$ cat src/rtl/id_ex_stage_reg.sv
// id_ex_stage_reg: ID/EX pipeline register with stall hold, flush bubble, NOP tracking and a saturating bubble counter.
// Ports: clk/rst_n (async active-low); stall_in holds, flush_in loads a bubble (flush beats stall);
// nop_select_in/valid_in form valid_out; control/cond/data/address *_in fields are registered to *_out;
// bubble_count_out counts entered bubbles, saturating, cleared synchronously by bubble_count_clr.
module id_ex_stage_reg #(
    parameter int DATA_WIDTH       = 32,
    parameter int REG_ADDR_WIDTH   = 4,
    parameter int BUBBLE_CNT_WIDTH = 16
) (
    input  logic                        clk,
    input  logic                        rst_n,
    input  logic                        stall_in,
    input  logic                        flush_in,
    input  logic                        nop_select_in,
    input  logic                        valid_in,
    input  logic                        reg_write_enable_in,
    input  logic                        mem_write_enable_in,
    input  logic                        mem_to_reg_select_in,
    input  logic                        alu_src_select_in,
    input  logic                        status_bits_in,
    input  logic                        pc_src_select_in,
    input  logic [3:0]                  alu_control_in,
    input  logic [3:0]                  cond_in,
    input  logic [DATA_WIDTH-1:0]       pc_in,
    input  logic [DATA_WIDTH-1:0]       rn_data_in,
    input  logic [DATA_WIDTH-1:0]       rm_data_in,
    input  logic [DATA_WIDTH-1:0]       imm_in,
    input  logic [REG_ADDR_WIDTH-1:0]   rd_addr_in,
    input  logic [REG_ADDR_WIDTH-1:0]   rn_addr_in,
    input  logic [REG_ADDR_WIDTH-1:0]   rm_addr_in,
    input  logic                        bubble_count_clr,
    output logic                        reg_write_enable_out,
    output logic                        mem_write_enable_out,
    output logic                        mem_to_reg_select_out,
    output logic                        alu_src_select_out,
    output logic                        status_bits_out,
    output logic                        pc_src_select_out,
    output logic [3:0]                  alu_control_out,
    output logic [3:0]                  cond_out,
    output logic [DATA_WIDTH-1:0]       pc_out,
    output logic [DATA_WIDTH-1:0]       rn_data_out,
    output logic [DATA_WIDTH-1:0]       rm_data_out,
    output logic [DATA_WIDTH-1:0]       imm_out,
    output logic [REG_ADDR_WIDTH-1:0]   rd_addr_out,
    output logic [REG_ADDR_WIDTH-1:0]   rn_addr_out,
    output logic [REG_ADDR_WIDTH-1:0]   rm_addr_out,
    output logic                        valid_out,
    output logic [BUBBLE_CNT_WIDTH-1:0] bubble_count_out
);
    localparam int BW = 14 + 4 * DATA_WIDTH + 3 * REG_ADDR_WIDTH;

    logic [BW-1:0]               w_in_bus;
    logic [BW-1:0]               r_bus;
    logic                        r_valid;
    logic [BUBBLE_CNT_WIDTH-1:0] r_cnt;
    logic                        w_load_valid;
    logic                        w_bubble;

    // All payload fields travel as one flat vector so flush/stall/load treat them uniformly.
    assign w_in_bus = {reg_write_enable_in, mem_write_enable_in, mem_to_reg_select_in, alu_src_select_in,
                       status_bits_in, pc_src_select_in, alu_control_in, cond_in,
                       pc_in, rn_data_in, rm_data_in, imm_in, rd_addr_in, rn_addr_in, rm_addr_in};

    assign w_load_valid = valid_in & ~nop_select_in;
    // A bubble is any non-stalled load whose valid ends up 0; flush overrides stall.
    assign w_bubble     = flush_in | (~stall_in & ~w_load_valid);

    always_ff @(posedge clk or negedge rst_n) begin
        if (!rst_n) begin
            r_bus   <= '0;
            r_valid <= 1'b0;
            r_cnt   <= '0;
        end else begin
            if (flush_in) begin
                r_bus   <= '0;
                r_valid <= 1'b0;
            end else if (!stall_in) begin
                r_bus   <= w_in_bus;
                r_valid <= w_load_valid;
            end
            if (bubble_count_clr)
                r_cnt <= '0;
            else if (w_bubble && !(&r_cnt))
                r_cnt <= r_cnt + 1'b1;
        end
    end

    assign {reg_write_enable_out, mem_write_enable_out, mem_to_reg_select_out, alu_src_select_out,
            status_bits_out, pc_src_select_out, alu_control_out, cond_out,
            pc_out, rn_data_out, rm_data_out, imm_out, rd_addr_out, rn_addr_out, rm_addr_out} = r_bus;
    assign valid_out        = r_valid;
    assign bubble_count_out = r_cnt;
endmodule

$ cat config.mk
export PLATFORM = sky130hd
export DESIGN_NAME = id_ex_stage_reg
export DESIGN_NICKNAME = d
export VERILOG_FILES = /design/src/rtl/id_ex_stage_reg.sv
export SDC_FILE = /design/constraint.sdc
export NUM_CORES = 1
export LEC_CHECK = 0
export CAP_MARGIN = 15
export CORE_MARGIN = 8
export CORE_UTILIZATION = 35
export DETAILED_ROUTE_END_ITERATION = 16
export MAX_ROUTING_LAYER = met4
export PLACE_DENSITY = 0.74
export SLEW_MARGIN = 10
export SYNTH_ARGS = -nofsm -noshare
export SYNTH_HDL_FRONTEND = slang
export SYNTH_SLANG_ARGS = --single-unit
$ cat constraint.sdc
create_clock -name clk -period 5.5 [get_ports clk]
set_clock_uncertainty 0.15 [all_clocks]
set_input_delay 1.65 -clock clk [delete_from_list [all_inputs] [get_ports clk]]
set_output_delay 1.65 -clock clk [all_outputs]
set_load 0.005 [all_outputs]
== Word level (Yosys, flattened, before mapping) ==
Index checks and enable logic that the tools add are counted.

* Memories kept: 0
* Bits of input ports: 161
* Output and inout port bits: 171
* Bits in registers: 171
* Bits in latches: 0
* RAM bits: 0
* Memory bits (read-only): 0
* Word-level logic and storage cells: 21

* Multipliers: 0
* Div/mod/pow operators: 0
* Eq/ne operators: 1
* Mux-type cells: 6
* Bitwise operators: 6
* Shifts and indexed selects: 0
* Add/sub/neg operators: 1
* Reductions and logical operators: 4
* Magnitude comparators: 0

{| class="wikitable"
|+ Operators by type and width
! kind !! number
|-
| $mux W154 || 2
|-
| $mux W16 || 2
|-
| $add A16 B1 Y16 const B || 1
|-
| $reduce_and A16 Y1 || 1
|-
| $not A1 Y1 || 3
|-
| $and A1 B1 Y1 || 2
|-
| $mux W1 || 2
|-
| $ne A2 B1 Y1 const B || 1
|-
| $reduce_bool A2 Y1 || 1
|-
| $logic_and A1 B1 Y1 || 1
|-
| $logic_not A1 Y1 || 1
|-
| $or A1 B1 Y1 || 1
|}

== Depth between registers and ports, before layout ==
* Depth after elaboration: 8
* Mapped depth: 7

== Least setup slack after synthesis ==
No wires, ideal clock.

* Kind: input port to flip-flop
* Start: in stall_in
* End: reg r_cnt[14] (netlist: bubble_count_out[14])
* Path slack: 2.385 ns
* Arrival: 2.834 ns
* Path buffers: 2
* Stages: 6
* Data required time: 5.218 ns
* Cell sequence: clkbuf_1 o21ba_2 clkbuf_1 nor4b_1 mux2i_1 nor2_1

* Word-level cells in the longest chain between the ends: 5

{| class="wikitable"
|+ RTL lines
! item !! line !! RTL
|-
| start: declaration || 12 || <nowiki>input logic stall_in,</nowiki>
|-
| $not A1 Y1 || 66 || <nowiki>assign w_bubble = flush_in | (~stall_in & ~w_load_valid);</nowiki>
|-
| $and A1 B1 Y1 || 66 ||
|-
| $or A1 B1 Y1 || 66 ||
|-
| $logic_and A1 B1 Y1 || 83 || <nowiki>else if (w_bubble && !(&r_cnt))</nowiki>
|-
| $reduce_bool A2 Y1 (no source line) || n/a ||
|-
| end signal: assignment || 84 || <nowiki>r_cnt <= r_cnt + 1'b1;</nowiki>
|-
| end: declaration || 55 || <nowiki>logic [BUBBLE_CNT_WIDTH-1:0] r_cnt;</nowiki>
|}

Every way passes these cells.
A chain may end at the register's enable or synchronous reset.

== Worst setup path in the final report ==
* Start: in stall_in
* End: reg r_bus[91]

* Word-level cells in the longest chain between the ends: 1

{| class="wikitable"
|+ RTL lines
! item !! line !! RTL
|-
| $ne A2 B1 Y1 (no source line) || n/a ||
|-
| end signal: assignment || 78 || <nowiki>r_bus <= w_in_bus;</nowiki>
|-
| end: declaration || 53 || <nowiki>logic [BW-1:0] r_bus;</nowiki>
|}

Every way passes these cells.

==> summary.md <==
| Metric | Value |
|---|---|
| Commonest cells in the netlist | `dfrtp_1, nor2_1, mux2i_1, clkbuf_1, buf_2` |
| Total gr overflow | `0` |
| # fillers | `1790` |
| Avg Inst Size Synth | `11.9 µm²` |
| Leading post-synthesis cells by cell area | `dfrtp_1, mux2i_1, nor2_1` |
| Leakage | `0.00514 µW` |
| Max-slew headroom | `0.314` |
| Clock buffer depth | `2` |
| Status | `finished clean` |
| R2R cell count | `5` |
| CTS buffer count | `17` |
| Switching Fraction | `0.246` |
| Row cnt | `52` |
| FF-to-FF Start | `bubble_count_out[0]$_DFFE_PN0P_` |
| Clock power share | `0.390` |
| PnR worst setup slack | `2.22 ns` |
| Worst slack at placement | `1.80 ns` |
| Measured slew at the worst slew-check pin | `1.03 ns` |
| Share of layout cells above drive strength 1 | `0.0487` |
| Syn Nets | `759` |
| Ys flop type | `dfrtp_1` |
| Sequential power share | `0.456` |
| Post-synth EDFFs | `0` |
| Placed instance area | `10600 µm²` |
| Drt first pass iters | `4` |
| Maximum vdd drop | `0.000191 V` |
| Critical Path Source Type | `input pin` |
| Register area share after synthesis | `0.604` |
| Cell variety after synth | `41` |
| Total power draw | `2980 µW` |
| Resized Gates After CTS | `0` |
| Yosys warning count | `0` |
| Core Footprint | `20000 µm²` |
| Max Fclk | `305 MHz` |
| RSZ-0062 raised after global routing | `false` |
| Vias in the first global route | `5938` |
| Critical Path Sink | `r_bus[91]$_DFFE_PN0P_` |
| Die width | `158 µm` |
| Max-slew violation count | `0` |
| DP HPWL | `15400 µm` |
| Final setup fails | `0` |
| DRC errors left | `0` |
| Largest net degree at the start of global routing | `96` |
| Global placer's final weighted congestion | `0.769` |
| Area growth from synthesis to layout | `58.0%` |
| Initial core utilization | `0.353` |
| # Max-Cap Violations | `0` |
| IO Count | `332` |
| CP Class | `in2reg` |
| CTS H-tree depth | `4` |
| Die height | `158 µm` |
| Post-synthesis async set-or-reset flop share | `1.00` |
| CP required | `5.59 ns` |
| CP endpoint kind | `register` |
| Final Net Count | `1074` |
| Root Buffer | `clkbuf_16` |
| Final period utilization | `0.597` |
| Clk_lat worst skew | `0.41 ns` |
| Cell with the most instances after synthesis | `dfrtp_1` |
| Die area | `25000 µm²` |
| Post-CTS Hold Buffers | `0` |
| Flops & latches, synth | `171` |
| Synth Cell Area | `7080 µm²` |
| Final WL | `21400 µm` |
| Design area | `11200 µm²` |
| Post-DR vias/cell | `4.62` |
| 1st-iter DRT viols | `259` |
| R2R Path End | `bubble_count_out[11]$_DFFE_PN0P_` |
| Post-synth top area share | `0.604` |
| Int Pwr | `2250 µW` |
| Arr. time, crit path | `3.38 ns` |
| Routed Antenna Nets | `0` |
| Post-CTS Setup Repair Bufs | `0` |
| CP Max Fanout | `75` |
| Clk slew on worst S/H paths | `0.06 ns` |
| Hold Path Class | `reg2reg` |
| Port Buffers | `331` |
| Synth Instances | `597` |
| Antenna violations before repair | `0` |
| Setup crit start | `stall_in` |
| Comb power frac | `0.154` |
| Setup tns final | `0 ns` |
| Power density of the placed cells | `267 nW/µm²` |
| Per-cell routed wire length | `17.9 µm` |
| Minimum clock period after layout | `3.28 ns` |
| DR vias | `5516` |
| Flop-to-flop setup slack | `3.49 ns` |
| Clock sink count | `171` |
| Sw Pwr | `735 µW` |
| Global Route Usage Sum | `0.172` |
| CTS tree | `built` |
| First-pass GRT wire length | `32300 µm` |
| Area leader, netlist | `dfrtp_1` |
| Hold Vio Cnt, Final | `0` |
| Diode count | `0` |
==> final cells by class <==
type	count	area [µm²]	area share
Multi-Input combinational cell	385	2630	0.235
Inverter	1	3.75	0.000335
Timing Repair Buffer	336	3370	0.301
Clock buffer	18	439	0.0392
Tap cell	270	338	0.0302
Clock inverter	13	136	0.0122
Sequential cell	171	4280	0.382
==> placed cells by master (no fill, tap or decap), types with 4 or more instances in the layout <==
cell             synthesis  layout
mux2i_1                155     155
clkbuf_16                0      17
clkinv_4                 0       4
inv_6                    0       4
clkdlybuf4s50_1          0     328
xnor2_1                  6       6
buf_4                    0       5
a21oi_1                  5       5
nand2_1                  8       8
dfrtp_1                171     171
nand3_1                  4       4
nor2_1                 169     169
==> state kept, by name, indices dropped and copies added, names as in the netlist <==
signal	count
valid_out	1
bubble_count_out	16
r_bus	154
==> worst min path at each step <==
stage | startpoint | endpoint | slack (ns) | cells after the start
4_1_cts | r_bus[70]$_DFFE_PN0P_ | r_bus[70]$_DFFE_PN0P_ | 0.38 | 2
5_1_grt | r_bus[134]$_DFFE_PN0P_ | r_bus[134]$_DFFE_PN0P_ | 0.40 | 2
6_report | r_bus[70]$_DFFE_PN0P_ | r_bus[70]$_DFFE_PN0P_ | 0.37 | 2
2_1_floorplan | r_bus[0]$_DFFE_PN0P_ | r_bus[0]$_DFFE_PN0P_ | 0.36 | 2
3_3_place_gp | r_bus[24]$_DFFE_PN0P_ | r_bus[24]$_DFFE_PN0P_ | 0.35 | 2
3_5_place_dp | r_bus[140]$_DFFE_PN0P_ | r_bus[140]$_DFFE_PN0P_ | 0.36 | 2
==> metal layers <==
layer / vias to the layer above / GRT usage / share of wire
met2: 203 / 0.272 / 0.48
met3: 11 / 0.0674 / 0.097
met5: - / - / 0
met4: 0 / 0.0431 / 0.010
met1: 2657 / 0.202 / 0.41
li1: 2645 / - / -
==> stage by stage <==
| stage | util | instances | hold slack (ns) |
|---|---|---|---|
| after floorplan | - | 597 | 0.364 |
| after global placement | 0.530 | 1163 | 0.351 |
| after global routing | 0.558 | 1194 | 0.395 |
| after CTS | 0.558 | 1194 | 0.377 |
| after detailed placement | 0.530 | 1163 | 0.361 |
| final | 0.558 | 1194 | 0.369 |
==> worst max-delay path, cell delays in order <==
cell      delay, ns
clkbuf_8       0.59
buf_4          0.71
mux2i_1        0.26
nor2_1         0.06
==> logic make-up after synthesis <==
family          count (synthesis)  synth area share
mux                           155             0.219
buf+inv                        41            0.0244
flops                         171             0.604
compound gates                 19            0.0191
fa+ha+maj                       1           0.00177
simple gates                  203             0.123
xor+xnor                        7           0.00866
==> power by group through the flow <==
stage          registers, µW  logic (µW)  clock network [µW]
2_1_floorplan           1390         146                   0
3_3_place_gp            1380         463                   0
3_5_place_dp            1380         467                   0
4_1_cts                 1360         469                1210
5_1_grt                 1370         502                1250
6_report                1360         460                1160
No activity file was read; power rests on OpenSTA's default activity.
